$ cat config.mk
export PLATFORM = sky130hd
export DESIGN_NAME = h80cpu_io
export DESIGN_NICKNAME = d
export VERILOG_FILES = /design/src/rtl/h80cpu_io.sv
export SDC_FILE = /design/constraint.sdc
export NUM_CORES = 1
export LEC_CHECK = 0
export ABC_AREA = 1
export BUFFER_PORTS_ARGS = -buffer_cell sky130_fd_sc_hd__buf_2
export CORE_ASPECT_RATIO = 0.9
export CORE_MARGIN = 1
export CORE_UTILIZATION = 40
export CTS_CLUSTER_DIAMETER = 80
export DETAILED_ROUTE_END_ITERATION = 10
export PLACE_DENSITY = 0.68
export RECOVER_POWER = 25
export SLEW_MARGIN = 20
export SYNTH_ARGS = -nofsm -noshare
export SYNTH_HDL_FRONTEND = slang
export SYNTH_SLANG_ARGS = --single-unit
$ cat constraint.sdc
create_clock -name clk -period 2.2 [get_ports clk]
set_input_delay 0.11 -clock clk [delete_from_list [all_inputs] [get_ports clk]]
set_output_delay 0.11 -clock clk [all_outputs]
set_load 0.005 [all_outputs]
$ cat src/rtl/h80cpu_io.sv
// h80cpu_io: I/O bus slave for the h80 CPU with one 8N1 UART transmitter and a status register.
// Latency: 1 clock from a pending request to the done toggle, with rd_data loaded on the same edge.
// Backpressure: a TXDATA write stalls while the transmitter is busy. Every other request completes at once.
//
// Ports:
//   clk, reset_         single clock; asynchronous active-low reset
//   addr, cmd, wr_data  request fields; held stable while run != done
//   run / done          toggle handshake; a request is pending while they differ
//   rd_data             registered read data; holds its value between reads
//   uart_txp            registered UART TX line; idle high
module h80cpu_io #(
  parameter int CLK_FREQ = 27000000,
  parameter int BAUD     = 115200
) (
  input  logic        clk,
  input  logic        reset_,
  input  logic [15:0] addr,
  input  logic [2:0]  cmd,
  input  logic        run,
  input  logic [15:0] wr_data,
  output logic [15:0] rd_data,
  output logic        done,
  output logic        uart_txp
);

  // Clocks per UART bit. The design needs this to be at least 2.
  localparam int DIV = CLK_FREQ / BAUD;
  localparam int CW  = (DIV > 2) ? $clog2(DIV) : 1;
  localparam logic [CW-1:0] BAUD_LAST = CW'(DIV - 1);

  localparam logic [2:0] CMD_READ_W  = 3'd0;
  localparam logic [2:0] CMD_WRITE_W = 3'd1;
  localparam logic [2:0] CMD_READ_B  = 3'd2;
  localparam logic [2:0] CMD_WRITE_B = 3'd3;

  localparam logic [15:0] ADDR_TXDATA = 16'h0000;
  localparam logic [15:0] ADDR_STATUS = 16'h0001;

  typedef enum logic [1:0] {
    TX_IDLE,
    TX_START,
    TX_DATA,
    TX_STOP
  } tx_state_t;

  tx_state_t      tx_state;
  logic [CW-1:0]  baud_cnt;
  logic [2:0]     bit_cnt;
  logic [7:0]     tx_shift;

  logic           pending;
  logic           tx_busy;
  logic           is_read;
  logic           is_write;
  logic           txdata_wr;
  logic           accept;
  logic [15:0]    rd_val;

  // Only the low byte of write data reaches the transmitter.
  logic [7:0]     unused_wr_hi;
  assign unused_wr_hi = wr_data[15:8];

  always_comb begin
    pending   = run ^ done;
    tx_busy   = (tx_state != TX_IDLE);
    is_read   = (cmd == CMD_READ_W)  || (cmd == CMD_READ_B);
    is_write  = (cmd == CMD_WRITE_W) || (cmd == CMD_WRITE_B);
    txdata_wr = is_write && (addr == ADDR_TXDATA);
    // A TXDATA write waits for an idle transmitter, so bytes are never dropped.
    accept    = pending && !(txdata_wr && tx_busy);

    rd_val = 16'h0000;
    if (addr == ADDR_STATUS) begin
      rd_val = {15'b0, tx_busy};
    end
    if (cmd == CMD_READ_B) begin
      rd_val[15:8] = 8'h00;
    end
  end

  // Bus side. Reserved commands and writes complete without touching rd_data.
  always_ff @(posedge clk or negedge reset_) begin
    if (!reset_) begin
      done    <= 1'b0;
      rd_data <= 16'h0000;
    end else if (accept) begin
      done <= ~done;
      if (is_read) begin
        rd_data <= rd_val;
      end
    end
  end

  // UART transmitter. The line is registered, so it falls on the edge that accepts the write.
  always_ff @(posedge clk or negedge reset_) begin
    if (!reset_) begin
      tx_state <= TX_IDLE;
      baud_cnt <= '0;
      bit_cnt  <= 3'd0;
      tx_shift <= 8'h00;
      uart_txp <= 1'b1;
    end else begin
      case (tx_state)
        TX_IDLE: begin
          if (accept && txdata_wr) begin
            tx_state <= TX_START;
            tx_shift <= wr_data[7:0];
            baud_cnt <= '0;
            bit_cnt  <= 3'd0;
            uart_txp <= 1'b0;
          end
        end
        TX_START: begin
          if (baud_cnt == BAUD_LAST) begin
            baud_cnt <= '0;
            tx_state <= TX_DATA;
            uart_txp <= tx_shift[0];
          end else begin
            baud_cnt <= baud_cnt + 1'b1;
          end
        end
        TX_DATA: begin
          if (baud_cnt == BAUD_LAST) begin
            baud_cnt <= '0;
            if (bit_cnt == 3'd7) begin
              tx_state <= TX_STOP;
              uart_txp <= 1'b1;
            end else begin
              bit_cnt  <= bit_cnt + 1'b1;
              tx_shift <= {1'b0, tx_shift[7:1]};
              uart_txp <= tx_shift[1];
            end
          end else begin
            baud_cnt <= baud_cnt + 1'b1;
          end
        end
        TX_STOP: begin
          // Back in IDLE after this edge. A stalled write is accepted on the next edge,
          // which leaves exactly one idle-high clock between frames.
          if (baud_cnt == BAUD_LAST) begin
            baud_cnt <= '0;
            tx_state <= TX_IDLE;
          end else begin
            baud_cnt <= baud_cnt + 1'b1;
          end
        end
        default: begin
          tx_state <= TX_IDLE;
          uart_txp <= 1'b1;
        end
      endcase
    end
  end

endmodule

# Word-level counts from Yosys, hierarchy flattened
# Cells that the tools add are included.
# totals
regBits	39
latchBits	0
ramBits	0
rom_bits	0
input_bits	38
elab_cells	67
mem_count	0
# classes
addsub	2
multipliers	0
div_mod_pow	0
order_cmp	0
eq_ne	15
shifts	0
mux	23
bitwise_logic	2
reduce_logical	18
# ops
op	n
8-bit 2-to-1 mux	5
8-bit case mux with 2 select lines	2
16-bit by 1-bit equality test with 1-bit output (second input constant)	1
16-bit zero test	1
2-bit != test (second input constant)	6
2-bit 2-to-1 mux	5
3-bit 2-to-1 mux	3
8-bit by 1-bit adder with 8-bit output (second input constant)	1
8-bit equality test (second input constant)	1
2-bit case mux with 4 select lines	1
4-bit AND reduction	2
3-bit by 2-bit equality test with 1-bit output (second input constant)	2
3-bit case mux with 2 select lines	1
1-bit 2-to-1 mux	5
5-bit AND reduction	1
2-bit equality test (second input constant)	2
1-bit logical AND	4
2-bit nonzero test	2
3-bit by 1-bit adder with 3-bit output (second input constant)	1
3-bit by 1-bit equality test with 1-bit output (second input constant)	1
3-bit equality test (second input constant)	1
3-bit zero test	1
1-bit case mux with 3 select lines	1
3-bit nonzero test	1
8 further kinds	9

# Logic depth before layout (Yosys ltp)
# Gate-level depths: netlist of run 1.
# depth
word_depth	9
depth_mapped	11

# Worst setup path before layout of run 1
# No wires, ideal clock.
# synth_timing
kind	register to register
from	reg tx_state[0]
to	reg bit_cnt[0]
arrival_ns	1.522
required_time_ns	2.084
slack_ns	0.561
path_stages_with_launch	10
synth_period_minus_slack_ns	1.639
path_cell_list	dfrtp_1 > inv_1 > ha_1 > inv_2 > or2_1 > o22ai_2 > nand2_1 > buf_2 > nand2_1 > nand2_1
# synth_between
elab_chain_cells	7
# synth_rtl
item	line	source
start: declaration	46	tx_state_t tx_state;
start signal: assignment	97	tx_state <= TX_IDLE;
start signal: assignment	106	tx_state <= TX_START;
start signal: assignment	116	tx_state <= TX_DATA;
2-bit nonzero test	65	tx_busy = (tx_state != TX_IDLE);
1-bit logical AND	70	accept = pending && !(txdata_wr && tx_busy);
1-bit zero test	70	
1-bit logical AND	70	
1-bit logical AND	105	if (accept && txdata_wr) begin
2-bit != test (no line)	--	
4-bit AND reduction (no line)	--	
end signal: assignment	129	bit_cnt <= bit_cnt + 1'b1;
end: declaration	48	logic [2:0] bit_cnt;
# Parallel ways exist; a longest one is shown, timed or not.
# A chain may end at the register's enable or synchronous reset.

# Final worst setup path of run 1
# layout_timing
from	reg bit_cnt[0]
to	reg tx_shift[0]
# layout_between
elab_chain_cells	3
# layout_rtl
item	line	source
3-bit equality test	125	if (bit_cnt == 3'd7) begin
2-bit != test (no line)	--	
4-bit AND reduction (no line)	--	
end signal: assignment	107	tx_shift <= wr_data[7:0];
end signal: assignment	130	tx_shift <= {1'b0, tx_shift[7:1]};
end: declaration	49	logic [7:0] tx_shift;
# No other way between the ends.

==> flow_summary.ini, run 1 <==
[sta]
worst_pin_slew_ns = 1.299
setup_tns_ns = 0
setup_violations = 0
slew_headroom = 0.1340
fin_crit_ns = 1.767
post-route-period-util = 0.8033
fin_worst_skew_ns = 0.006613
whs_ns = 0.1070
finalMaxSlewViolations = 0
max_freq_mhz = 565.9
hold_viol = 0
grt_setup_unrepaired = false

[logic_synthesis]
async_flop_share = 1.000
synth_top_area_frac = 0.3639
synth.yosys.seq_area_share = 0.3805
ys.flop_type = dfrtp_1
synth-edff-count = 0
ys_types = 22
yosys.cell_count.top_type = nand2_1
synthTopCellsByCount = nand2_1, nand3_1, dfrtp_1, nor2_1, buf_4
ys_top_cells_by_area = dfrtp_1, nand2_1, buf_4, nand3_1, ha_1
ys_ff_latch = 24
synth_area_per_cell_um2 = 7.288
yosysWarnings = 0
synthCells = 217
yosys.area.top_type = dfrtp_1
syn-cell-area_mm2 = 0.001582

[pwr]
p_comb_frac = 0.486
swShare = 0.4360
p_sw_mw = 0.8611
internal_power_mw = 1.114
peakVddDrop_uv = 643.7
leakagePower_nw = 0.9885
pwr-share-clk = 0.133
power_frac_seq = 0.380
p_per_area_mw_per_mm2 = 1111
power_mw = 1.975

[critical_path]
worst_r2r_endpoint = tx_shift[0]$_DFFE_PN0P_
required_ns = 2.35
r2r_cells = 7
cp.depth = 7
end_kind = register
critPathKind = register to register
crit_buf_inv = 0
arrival_ns = 1.92
worstSetupStartpointType = register
cpMostUsedCell = nand2_1
r2r_start = bit_cnt[0]$_DFFE_PN0P_
crit_end = tx_shift[0]$_DFFE_PN0P_
crit_start = bit_cnt[0]$_DFFE_PN0P_
max_stage_delay_ns = 0.41
r2r_setup_slack_ns = 0.43
cp_top_family = simple AND/OR/NAND/NOR gates
critical_path.max_fanout = 11
slowest_stage = dfrtp_1
path_cells = ha_1 -> ha_1 -> or2_1 -> o22ai_2 -> nand2_1 -> nand2_1 -> nand2_1

[cts]
cts_sinks = 24
cts_resized = 0
htreeDepth = 1
cts_buffers = 3
clk_pin_slew_ns = 0.08
worstSkewPairLatency_ns = 0.26
cts_buffer_depth = 2
root_buffer = clkbuf_8
cts_tree = done

[layout]
final_nets = 297
diodes = 0
syn2layout_area_growth_pct = 12.42
drive_gt1_frac = 0.1647
finalNonFillerCells = 295

[worst_hold_path]
min_path_type = input pin to register

[drt]
final_antenna_net_count = 0
drtIter0Drc = 60
via_per_inst = 4.641
avgRoutedWirePerCell_um = 9.569
post-route-drc-count = 0
via_count = 1369
drt_first_pass_iters = 4
routed_wl_mm = 2.823

[floorplanning]
row_count = 21
core_mm2 = 0.003757
ios = 56
fp.dieH_um = 61.65
die_area_mm2 = 0.004209
fp.dieW_um = 68.28
start_util = 0.4209

[global_route]
grt_usage = 0.1545
grt_max_degree = 25
antenna_found_initial = 0
grt_pass1_wl_mm = 4.878
grt_pass1_vias = 1170
overflow = 0

[status]
status = finished clean

[placed_design]
port-buffer-count = 31
place_inst = 290
dpl.hpwl_mm = 2.125
gp_congestion = 0.7642

[flow_run]
max_cap_viol_count = 0
[worst register-to-register path: cells and delay by family (launching register included)]
family / cells / cell delay (ns)
AOI/OAI and AO/OA: 1 / 0.14
adders and majority gates: 2 / 0.40
DFF: 1 / 0.41
and+or+nand+nor: 4 / 0.71
[through the flow]
step | setup slack, ns | utilization | instance area, um^2
floorplan | 0.5613 | - | 1634
global placement | 0.4404 | 0.4589 | 1724
detailed placement | 0.4264 | 0.4589 | 1724
CTS | 0.4137 | 0.4735 | 1779
global route | 0.2508 | 0.4732 | 1778
finish | 0.4328 | 0.4732 | 1778
[power groups by stage]
stage	Combinational [mW]	Clock (mW)	Sequential, mW
floorplan	0.783	0	0.731
detailed placement	0.969	0	0.759
global route	1.12	0.288	0.779
CTS	0.972	0.273	0.751
finish	0.961	0.263	0.751
global placement	0.955	0	0.757
[logic make-up (layout without fill, tap and decap cells)]
kind of cell    count (synthesis)  in the layout  synth area share
fa+ha+maj                       9              9           0.07120
other cells                     1             15          0.002371
buf+inv                        38             56            0.1321
flops                          24             24            0.3805
simple gates                  129            129            0.3418
xor+xnor                        6              6           0.03323
compound gates                 10             10           0.03877
[flip-flops by register name, summed over array words and instances (netlist names)]
name and cells:
rd_data 1, done 1, uart_txp 1, tx_shift 8
baud_cnt 8, tx_state 2, bit_cnt 3
[cell type report]
class                      count  area [um^2]
fill                         399         1979
multi-input combinational    169        823.3
sequential                    24        601.8
timing repair buffer          35        186.4
inverter                      17        63.81
tap                           46        57.56
clock buffer                   4        45.04
[layout by cell type, fill, tap and decap left out, types with 2 or more instances in the layout]
master and instances:
nand2_1 74, buf_2 30, nand3_1 24, dfrtp_1 23
nor2_1 22, inv_1 16, conb_1 15, ha_1 9
o21ai_0 6, xor2_1 5, nand3b_1 4, o22ai_1 3
clkbuf_8 3, buf_4 3, or2_2 2, clkbuf_1 2
[how the worst min path moves through the flow]
stage | startpoint | to | slack, ns | cells past startpoint
after global routing | run | done$_DFFE_PN0P_ | 0.12 | 3
after global placement | reset_ | baud_cnt[5]$_DFFE_PN0P_ | 0.14 | 1
final | run | done$_DFFE_PN0P_ | 0.11 | 3
after detailed placement | reset_ | baud_cnt[5]$_DFFE_PN0P_ | 0.14 | 1
after CTS | run | done$_DFFE_PN0P_ | 0.11 | 3
after floorplan | reset_ | baud_cnt[0]$_DFFE_PN0P_ | -0.19 | 0
[repair_timing]
item,in CTS,in global routing
hold endpoints to repair,23,0
setup buffers,0,0
hold buffers,1,0
[layer usage]
layer / global-route usage / wire [um] / up-vias
met4: 0.01786 / 21 / 0
met5: 0 / 0 / -
li1: - / - / 715
met1: 0.2023 / 1409 / 635
met3: 0.04444 / 72 / 2
met2: 0.2605 / 1320 / 17
No activity file was read; power rests on OpenSTA's default activity.
==> run 2, diff against run 1 <==
- clock period: 2.2 -> 1.74 ns (I/O delays scaled with it)
==> run 2 against run 1 <==
Clock skew about the same. Combinational power up 52%. Cell count up 3.1%. Critical path depth unchanged. Non-clock buffer count up 8. Clock-buffer cell count unchanged. Largest cell class unchanged.
==> flow_summary.ini, run 2 (synthesis gave the netlist of run 1 again) <==
[status]
status = finished clean

[sta]
fin_crit_ns = 1.619
hold_viol = 0
setup_tns_ns = 0
post-route-period-util = 0.9305
finalMaxSlewViolations = 0
fin_worst_skew_ns = 0.006856
worst_pin_slew_ns = 1.277
slew_headroom = 0.1489
grt_setup_unrepaired = false
setup_violations = 0
max_freq_mhz = 617.6

[pwr]
peakVddDrop_uv = 709.0
power_mw = 2.753
leakagePower_nw = 1.037
p_per_area_mw_per_mm2 = 1473

[drt]
via_count = 1438
via_per_inst = 4.730
avgRoutedWirePerCell_um = 10.09
routed_wl_mm = 3.067
drtIter0Drc = 61
drt_first_pass_iters = 4
post-route-drc-count = 0
final_antenna_net_count = 0

[critical_path]
worstSetupStartpointType = register
r2r_cells = 7
crit_start = bit_cnt[0]$_DFFE_PN0P_
r2r_start = bit_cnt[0]$_DFFE_PN0P_
critical_path.max_fanout = 5
critPathKind = register to register
r2r_setup_slack_ns = 0.12
crit_end = tx_shift[7]$_DFFE_PN0P_
cp_top_family = simple AND/OR/NAND/NOR gates
worst_r2r_endpoint = tx_shift[7]$_DFFE_PN0P_
slowest_stage = dfrtp_1
required_ns = 1.95
arrival_ns = 1.83
path_cells = ha_1 -> ha_2 -> or2_4 -> o22ai_4 -> buf_4 -> nand3b_1 -> nand2_1
end_kind = register
crit_buf_inv = 1
cp.depth = 7
max_stage_delay_ns = 0.39

[floorplanning]
fp.dieH_um = 61.65
start_util = 0.4209
die_area_mm2 = 0.004209
fp.dieW_um = 68.28
core_mm2 = 0.003757
ios = 56
row_count = 21

[placed_design]
port-buffer-count = 31
gp_congestion = 0.7888
place_area_mm2 = 0.001762
dpl.hpwl_mm = 2.238

[cts]
clk_pin_slew_ns = 0.09
cts_buffer_depth = 2
cts_sinks = 24
cts_buffers = 3
root_buffer = clkbuf_8
htreeDepth = 1
cts_tree = done
worstSkewPairLatency_ns = 0.27

[layout]
multiInputGateArea_um2 = 849.6
syn2layout_area_growth_pct = 18.12
final_cell_mix = nand2_1, buf_2, nand3_1
top_regs = baud_cnt (8), tx_shift (8), bit_cnt (3)
stdcell_area_mm2 = 0.001868
layout_commonest_cell = nand2_1
final_nets = 306
drive_gt1_frac = 0.2093
diodes = 0
fillers = 398
seq_area_um2 = 601.8

[global_route]
grt_pass1_wl_mm = 5.250
grt_pass1_vias = 1294
grt_max_degree = 25
antenna_found_initial = 0
grt_usage = 0.1660
overflow = 0

[worst_hold_path]
min_from = run
min_path_type = input pin to register
hold-path-cell-count = 3

[flow_run]
max_cap_viol_count = 0
==> run 2: per-stage QoR <==
stage / cells / hold slack (ns) / utilization / worst slack, ns
6_report: 304 / 0.08601 / 0.4972 / 0.1209
5_1_grt: 304 / 0.08439 / 0.4972 / 0.009833
4_1_cts: 300 / 0.08057 / 0.4842 / 0.07689
3_5_place_dp: 295 / 0.1087 / 0.4689 / 0.002146
3_3_place_gp: 295 / 0.1102 / 0.4689 / 0.01066
2_1_floorplan: 231 / -0.2086 / - / 0.1013
==> run 2: cell type report <==
class                      count  share of cell area
clock buffer                   4             0.02411
tap                           46             0.03081
timing repair buffer          43              0.1340
inverter                      17             0.03416
sequential                    24              0.3222
multi-input combinational    170              0.4548
==> run 2: worst min path at each step <==
stage	slack [ns]	end
after CTS	0.08	done$_DFFE_PN0P_
after global routing	0.08	done$_DFFE_PN0P_
after global placement	0.11	baud_cnt[1]$_DFFE_PN0P_
after floorplan	-0.21	baud_cnt[0]$_DFFE_PN0P_
after detailed placement	0.11	baud_cnt[1]$_DFFE_PN0P_
final	0.09	done$_DFFE_PN0P_
==> run 2: power breakdown <==
group | leakage (nW) | total [mW] | switching [mW] | internal [mW]
registers | 0.305 | 0.954 | 0.170 | 0.784
clock network | 0.0228 | 0.340 | 0.176 | 0.164
logic | 0.708 | 1.46 | 0.846 | 0.613
==> run 2: metal layers <==
layer,vias to the layer above,part of all wire,global-route usage
met5,-,0,0
met4,0,0.0068,0.02976
met3,2,0.024,0.04444
met2,24,0.48,0.2885
met1,677,0.49,0.2084
li1,735,-,-
==> run 2: worst min-delay path, cell delays in order <==
cell	delay, ns
buf_2	0.09
o21ai_0	0.08
inv_1	0.05
==> run 2: repair_timing <==
action / in CTS / in global routing
pin swaps: 0 / 3
gates resized for setup: 1 / 7
cloned: 0 / 2
setup endpoints to repair: 11 / 13
endpoints found under the hold margin: 23 / 0
hold buffers: 1 / 0
buffers inserted: 0 / 2
